===== config.mk =====
export PLATFORM = sky130hd
export DESIGN_NAME = regfile_sb_flat
export DESIGN_NICKNAME = d
export VERILOG_FILES = /design/src/rtl/regfile_sb_if.sv /design/src/rtl/regfile_sb.sv /design/src/flat_wrapper.sv
export SDC_FILE = /design/constraint.sdc
export NUM_CORES = 1
export LEC_CHECK = 0
export CAP_MARGIN = 15
export CORE_ASPECT_RATIO = 0.5
export CORE_MARGIN = 2
export CORE_UTILIZATION = 55
export DETAILED_ROUTE_END_ITERATION = 6
export PLACE_DENSITY = 0.81
export SLEW_MARGIN = 20
export SYNTH_ARGS = -nofsm -noshare
export SYNTH_HDL_FRONTEND = slang
export SYNTH_SLANG_ARGS = --single-unit

===== constraint.sdc =====
create_clock -name clk -period 5.1 [get_ports clk]
set_clock_uncertainty 0.1 [all_clocks]
set_input_delay 0.51 -clock clk [delete_from_list [all_inputs] [get_ports clk]]
set_output_delay 0.51 -clock clk [all_outputs]
set_load 0.02 [all_outputs]

===== src/rtl/regfile_sb_if.sv =====
// Register-file bus: two read ports, one write port, one reserve port and scoreboard status.
// The master drives selectors and strobes; the slave returns read data and busy state.
interface regfile_sb_if #(
  parameter int NREGS = 8,
  parameter int WIDTH = 8,
  parameter int SELW  = $clog2(NREGS + 1)
);
  logic [SELW-1:0]  rd_a_sel;
  logic [SELW-1:0]  rd_b_sel;
  logic [WIDTH-1:0] rd_a_data;
  logic [WIDTH-1:0] rd_b_data;
  logic             rd_a_busy;
  logic             rd_b_busy;
  logic             wr_en;
  logic [SELW-1:0]  wr_sel;
  logic [WIDTH-1:0] wr_data;
  logic             res_en;
  logic [SELW-1:0]  res_sel;
  logic             wr_unres;
  logic [NREGS-1:0] busy_vec;

  modport master (
    output rd_a_sel, rd_b_sel, wr_en, wr_sel, wr_data, res_en, res_sel,
    input  rd_a_data, rd_b_data, rd_a_busy, rd_b_busy, wr_unres, busy_vec
  );

  modport slave (
    input  rd_a_sel, rd_b_sel, wr_en, wr_sel, wr_data, res_en, res_sel,
    output rd_a_data, rd_b_data, rd_a_busy, rd_b_busy, wr_unres, busy_vec
  );
endinterface


===== src/rtl/regfile_sb.sv =====
// Parametrised register file with per-register pending-write scoreboard.
// Selector code k addresses r(k-1); code 0 and codes above NREGS are NONE.
module regfile_sb #(
  parameter int NREGS = 8,
  parameter int WIDTH = 8,
  parameter int SELW  = $clog2(NREGS + 1)
) (
  input  logic        clk,
  input  logic        rst,
  regfile_sb_if.slave bus
);

  logic [WIDTH-1:0] regs [NREGS];
  logic [NREGS-1:0] busy;
  logic [NREGS-1:0] busy_next;
  logic [NREGS-1:0] wr_hit;
  logic [NREGS-1:0] res_hit;
  logic             unres;
  logic             unres_hit;
  logic [WIDTH-1:0] a_data_next;
  logic [WIDTH-1:0] b_data_next;
  logic             a_busy_next;
  logic             b_busy_next;

  // One-hot decode: NONE codes simply match no register.
  always_comb begin
    for (int i = 0; i < NREGS; i++) begin
      wr_hit[i]  = bus.wr_en  && (bus.wr_sel  == SELW'(i + 1));
      res_hit[i] = bus.res_en && (bus.res_sel == SELW'(i + 1));
    end
  end

  // Reserve is applied after the write clear so it wins on a same-register collision.
  assign busy_next = (busy & ~wr_hit) | res_hit;
  assign unres_hit = |(wr_hit & ~busy);

  // NOTE: every output of this block is given a default first so no latch is inferred.
  always_comb begin
    a_data_next = '0;
    a_busy_next = 1'b0;
    b_data_next = '0;
    b_busy_next = 1'b0;
    for (int i = 0; i < NREGS; i++) begin
      if (bus.rd_a_sel == SELW'(i + 1)) begin
        a_data_next = wr_hit[i] ? bus.wr_data : regs[i];
        a_busy_next = busy_next[i];
      end
      if (bus.rd_b_sel == SELW'(i + 1)) begin
        b_data_next = wr_hit[i] ? bus.wr_data : regs[i];
        b_busy_next = busy_next[i];
      end
    end
  end

  // NOTE: non-blocking assignments keep every flop sampling pre-edge values.
  always_ff @(posedge clk) begin
    if (rst) begin
      // NOTE: the storage is plain flops that must read back zero after reset, so it is reset too.
      for (int i = 0; i < NREGS; i++) begin
        regs[i] <= '0;
      end
      busy          <= '0;
      unres         <= 1'b0;
      bus.rd_a_data <= '0;
      bus.rd_b_data <= '0;
      bus.rd_a_busy <= 1'b0;
      bus.rd_b_busy <= 1'b0;
    end else begin
      for (int i = 0; i < NREGS; i++) begin
        if (wr_hit[i]) begin
          regs[i] <= bus.wr_data;
        end
      end
      busy <= busy_next;
      if (unres_hit) begin
        unres <= 1'b1;
      end
      bus.rd_a_data <= a_data_next;
      bus.rd_b_data <= b_data_next;
      bus.rd_a_busy <= a_busy_next;
      bus.rd_b_busy <= b_busy_next;
    end
  end

  assign bus.busy_vec = busy;
  assign bus.wr_unres = unres;

endmodule


===== src/flat_wrapper.sv =====
// flat-port wrapper written by rule: the top's interface ports become plain ports
module regfile_sb_flat 
#(
  parameter int NREGS = 8,
  parameter int WIDTH = 8,
  parameter int SELW  = $clog2(NREGS + 1)
)
  (clk, rst, bus_rd_a_sel, bus_rd_b_sel, bus_wr_en, bus_wr_sel, bus_wr_data, bus_res_en, bus_res_sel, bus_rd_a_data, bus_rd_b_data, bus_rd_a_busy, bus_rd_b_busy, bus_wr_unres, bus_busy_vec);
  regfile_sb_if #(.NREGS(NREGS), .WIDTH(WIDTH), .SELW(SELW)) bus_i ();
  input  logic clk;
  input  logic rst;
  input wire logic [$bits(bus_i.rd_a_sel)-1:0] bus_rd_a_sel;
  input wire logic [$bits(bus_i.rd_b_sel)-1:0] bus_rd_b_sel;
  input wire logic [$bits(bus_i.wr_en)-1:0] bus_wr_en;
  input wire logic [$bits(bus_i.wr_sel)-1:0] bus_wr_sel;
  input wire logic [$bits(bus_i.wr_data)-1:0] bus_wr_data;
  input wire logic [$bits(bus_i.res_en)-1:0] bus_res_en;
  input wire logic [$bits(bus_i.res_sel)-1:0] bus_res_sel;
  output wire logic [$bits(bus_i.rd_a_data)-1:0] bus_rd_a_data;
  output wire logic [$bits(bus_i.rd_b_data)-1:0] bus_rd_b_data;
  output wire logic [$bits(bus_i.rd_a_busy)-1:0] bus_rd_a_busy;
  output wire logic [$bits(bus_i.rd_b_busy)-1:0] bus_rd_b_busy;
  output wire logic [$bits(bus_i.wr_unres)-1:0] bus_wr_unres;
  output wire logic [$bits(bus_i.busy_vec)-1:0] bus_busy_vec;
  assign bus_i.rd_a_sel = bus_rd_a_sel;
  assign bus_i.rd_b_sel = bus_rd_b_sel;
  assign bus_i.wr_en = bus_wr_en;
  assign bus_i.wr_sel = bus_wr_sel;
  assign bus_i.wr_data = bus_wr_data;
  assign bus_i.res_en = bus_res_en;
  assign bus_i.res_sel = bus_res_sel;
  assign bus_rd_a_data = bus_i.rd_a_data;
  assign bus_rd_b_data = bus_i.rd_b_data;
  assign bus_rd_a_busy = bus_i.rd_a_busy;
  assign bus_rd_b_busy = bus_i.rd_b_busy;
  assign bus_wr_unres = bus_i.wr_unres;
  assign bus_busy_vec = bus_i.busy_vec;
  regfile_sb #(.NREGS(NREGS), .WIDTH(WIDTH), .SELW(SELW)) u_core (.clk(clk), .rst(rst), .bus(bus_i));
endmodule

Word-level counts from Yosys, hierarchy flattened
Memories as Yosys holds them, arrays and structs flattened.
Index checks and enable logic that the tools add are counted.

operators by class
  bitwise operators = 13
  reductions and logical operators = 17
  eq/ne operators = 32
  mux-type cells = 74

operator list
  cell                  count
  $mux W8               32
  $eq A4 B3 Y1 const B  16
  $mux W1               42
  $eq A4 B2 Y1 const B  8
  $and A8 B8 Y8         2
  $eq A4 B1 Y1 const B  4
  $eq A4 B4 Y1 const B  4
  $logic_and A1 B1 Y1   16
  $not A8 Y8            2
  $or A1 B1 Y1          8
  $or A8 B8 Y8          1
  $reduce_or A8 Y1      1

storage, ports and cells
  bits of input ports = 28
  register bits after elaboration = 27
  word-level logic and storage cells = 143
  output and inout bits = 27
  memories kept = 1
  RAM bits = 64

memories
  name         depth  bits a word  read ports  clocked after Yosys merged registers in  wr ports  RTL line          source
  u_core.regs  8      8            8           0                                        8         regfile_sb.sv:13  logic [WIDTH-1:0] regs [NREGS];

Depth between registers and ports, before layout
  depth after elaboration = 13
  depth in mapped cells = 8
  mapped depth without buffers = 6

Least setup slack after synthesis
OpenSTA, ideal clock, no wires.

  kind = input port to flip-flop
  from = input port bus_wr_sel[1]
  to = register u_core.bus.rd_b_data[4]
  setup time = 125 ps
  data required time = 4875 ps
  path buffers = 2
  stages = 8
  setup slack = 2974 ps
  arrival time = 1901 ps
  cell sequence = and3b_1 buf_4 nand2_2 buf_4 mux2i_1 mux4_2 nor2_1 o41a_1

on the way
  longest elaborated chain between the ends = 11
  elaborated cells between the ends (all ways) = 32
  classes of those cells = eq/ne (8); mux (16); reduce/logical (8)

ends and longest elaborated chain
  what                    RTL line             source
  start: declaration      flat_wrapper.sv:15   input wire logic [$bits(bus_i.wr_sel)-1:0] bus_wr_sel;
  $eq A4 B1 Y1            regfile_sb.sv:28     wr_hit[i] = bus.wr_en && (bus.wr_sel == SELW'(i + 1));
  $logic_and A1 B1 Y1     regfile_sb.sv:28
  $mux W8                 regfile_sb.sv:49     b_data_next = wr_hit[i] ? bus.wr_data : regs[i];
  $mux W8 (7 in a row)    regfile_sb.sv:48     if (bus.rd_b_sel == SELW'(i + 1)) begin
  $mux W8 *               regfile_sb.sv:48
  end signal: assignment  regfile_sb.sv:79     bus.rd_b_data <= b_data_next;
  end: declaration        regfile_sb_if.sv:29  output rd_a_data, rd_b_data, rd_a_busy, rd_b_busy, wr_unres, busy_vec

Mark *: on every way between the ends. The rest lies on a longest branch, timed or not.
A chain may end at the register's enable or synchronous reset.

Final worst setup path
  from = input port bus_wr_sel[2]
  to = register u_core.bus.rd_b_data[3]

The elaborated chain is that of the path after synthesis.

==> metrics.cfg <==
[logic_synthesis]
syn-mean-instance-area_um2=10.12
ys_seq_area_frac=0.4955
ys_types=56
yosysWarnings=0
synth_edf_count=64
ys_seq_elements=91
postSynthCellCount=491
synth_nets=519
netlist.area_leader.share=0.3867
yosys-top-cells-count=80 x nor2_1, 64 x edfxtp_1, 57 x mux2i_1
yosys.area.top_type=edfxtp_1
synth-async-reset-ratio=0
synth_most_common_cell=nor2_1
synth_area_um2=4970
synthTopCellsByArea=edfxtp_1 39%, mux2i_1 11%, dfxtp_1 11%
synth_flop_cell=edfxtp_1

[sta]
max_slew.worst_pin.slew_ns=1.000
totalNegativeSetupSlack_ns=0
max_clock_freq_ghz=0.3096
slew_viol_final=0
period_needed_ns=3.230
final_hold_viol_count=0
post-route-period-util=0.6333
setup_viol=0
maxSlewHeadroom=0.3315
rsz0062_at_grt=no

[die]
fp.dieW_um=138.4
dieArea_um2=9858
core-area_um2=8738
rows=24
die_y_um=71.22
pin_count=55
initial_core_util=0.5687

[setup_path]
arrival_ns=3.35
slowest_delay_ns=0.74
critical_path_class=in2reg
startpoint_type=primary input
crit_chain=clkdlybuf4s50_1 > nor3b_4 > nand3_1 > mux2i_1 > mux4_2 > nor2_1 > o41a_1
worstPathRequired_ns=5.22
worst_path_max_delay_cell=nand3_1
cp_top_family=simple AND/OR/NAND/NOR gates
path_buf_inv=1
cp_max_fo=19
rrSetupSlack_ns=3.39
endpoint_kind=flop

[clocking]
path_clk_slew_ns=0.06
postCtsHoldBufs=0
cts_inserted_buffers=9
clock_path_buffers=2
post-cts-setup-buffers=0
postCtsResizedCells=0
tritoncts=yes
cts_sinks=91
cts_root_buffer=clkbuf_16
htreeDepth=3
clock_latency_ns=0.35

[grt]
grt_use_total=0.3256
antenna_found_initial=0
grt_max_degree=24
overflow=0
grt_pass1_vias=4251
grt_first_pass_wirelength_um=24110

[place]
place_hpwl_um=11060
postPlaceCellArea_um2=5535
port_buffers=54
gp_routability_congestion=1.009

[finish]
antenna-diode-count=0
postLayoutCellArea_um2=5843
layout.nets=557
drive_gt1_frac=0.06554
regArea_um2=2462
multiInputGateArea_um2=2323
syn_to_final_growth_pct=17.57
fillerInstances=694

[drt]
drt_iter0_drc=660
vias=4440
wl_per_cell_um=24.23
drc=0
first_pass_iters=6
vias_per_cell=6.820
detail-route-antenna-nets=0
wl_um=15780

[power]
vdd_ir_drop_max_mv=0.1618
p_leak_nw=2.309
powerDensity_nw_per_um2=308.0

[run_status]
status=complete, no violations

[min_path]
min_path_type=reg2reg

[flow_run]
drv_cap=0

-- layout by cell type, fill, tap and decap left out, drive strengths merged, types with 3 or more instances in the layout --
master / count
nand2: 25
nor3b: 4
nand2b: 25
a32oi: 6
o221ai: 3
mux2i: 57
nor2b: 9
clkbuf: 11
o22ai: 40
a21oi: 20
a22oi: 8
dfxtp: 27
nand3: 21
inv: 11
mux2: 4
edfxtp: 64
buf: 4
nand4b: 3
nor2: 80
nor3: 19
clkdlybuf4s50: 54
-- registers in the layout, indices dropped and copies added, names as in the netlist --
register	cells
u_core.bus.busy_vec	8
u_core.bus.rd_a_busy	1
u_core.bus.rd_a_data	8
u_core.bus.rd_b_busy	1
u_core.bus.rd_b_data	8
u_core.bus.wr_unres	1
u_core.regs	64
-- metrics by stage --
step	cells	hold slack [ns]	util	setup slack, ns	total power [mW]
after floorplan	491	0.3977	-	2.974	1.013
after global placement	635	0.3897	0.6334	1.640	1.113
after detailed placement	635	0.4119	0.6334	1.573	1.117
after CTS	651	0.4226	0.6681	1.924	1.789
after global routing	651	0.4944	0.6687	1.711	1.843
final	651	0.4186	0.6687	1.870	1.800
-- worst register-to-register path, delay by kind of cell, from the launching register on --
kind / cells / cell delay, ns
AOI/OAI and AO/OA: 4 / 0.89
DFF: 1 / 0.41
and+or+nand+nor: 1 / 0.21
-- final timing paths --
path	start	endpoint	depth (start not counted)
hold / removal	u_core.bus.wr_unres	u_core.bus.wr_unres	2
setup / recovery	bus_wr_sel[2]	u_core.bus.rd_b_data[3]	7
hold reg to reg	u_core.bus.wr_unres	u_core.bus.wr_unres	2
setup reg to reg	u_core.regs[0][30]	u_core.bus.rd_a_data[6]	5
-- cell type report --
type                    instances  share of cell area
clock buffers                  11             0.04154
multi-input cells             359              0.3976
inverters                      10            0.006424
repair buffers                 58             0.09764
flip-flops and latches         91              0.4214
clock inverters                 5             0.01028
well taps                     117             0.02505
-- power by group --
part | switching (mW) | internal, mW | total, mW
clock | 0.293 | 0.395 | 0.689
sequential | 0.0168 | 0.838 | 0.855
combinational | 0.159 | 0.0970 | 0.256
-- routing by layer --
layer | vias to the layer above | GRT usage | share of wire
met5 | - | 0 | 0
met4 | 0 | 0.1542 | 0.041
met3 | 70 | 0.08757 | 0.14
met2 | 370 | 0.4917 | 0.42
met1 | 2088 | 0.4455 | 0.40
li1 | 1912 | - | -
-- kinds of logic (layout without fill, tap and decap cells) --
| logic type | count (synthesis) | count (layout) | synth area share |
|---|---|---|---|
| flops | 91 | 91 | 0.4955 |
| buf+inv | 41 | 84 | 0.03802 |
| compound gates | 100 | 100 | 0.1395 |
| simple gates | 196 | 196 | 0.1941 |
| mux | 63 | 63 | 0.1329 |
(Power assumes the default switching activity.)
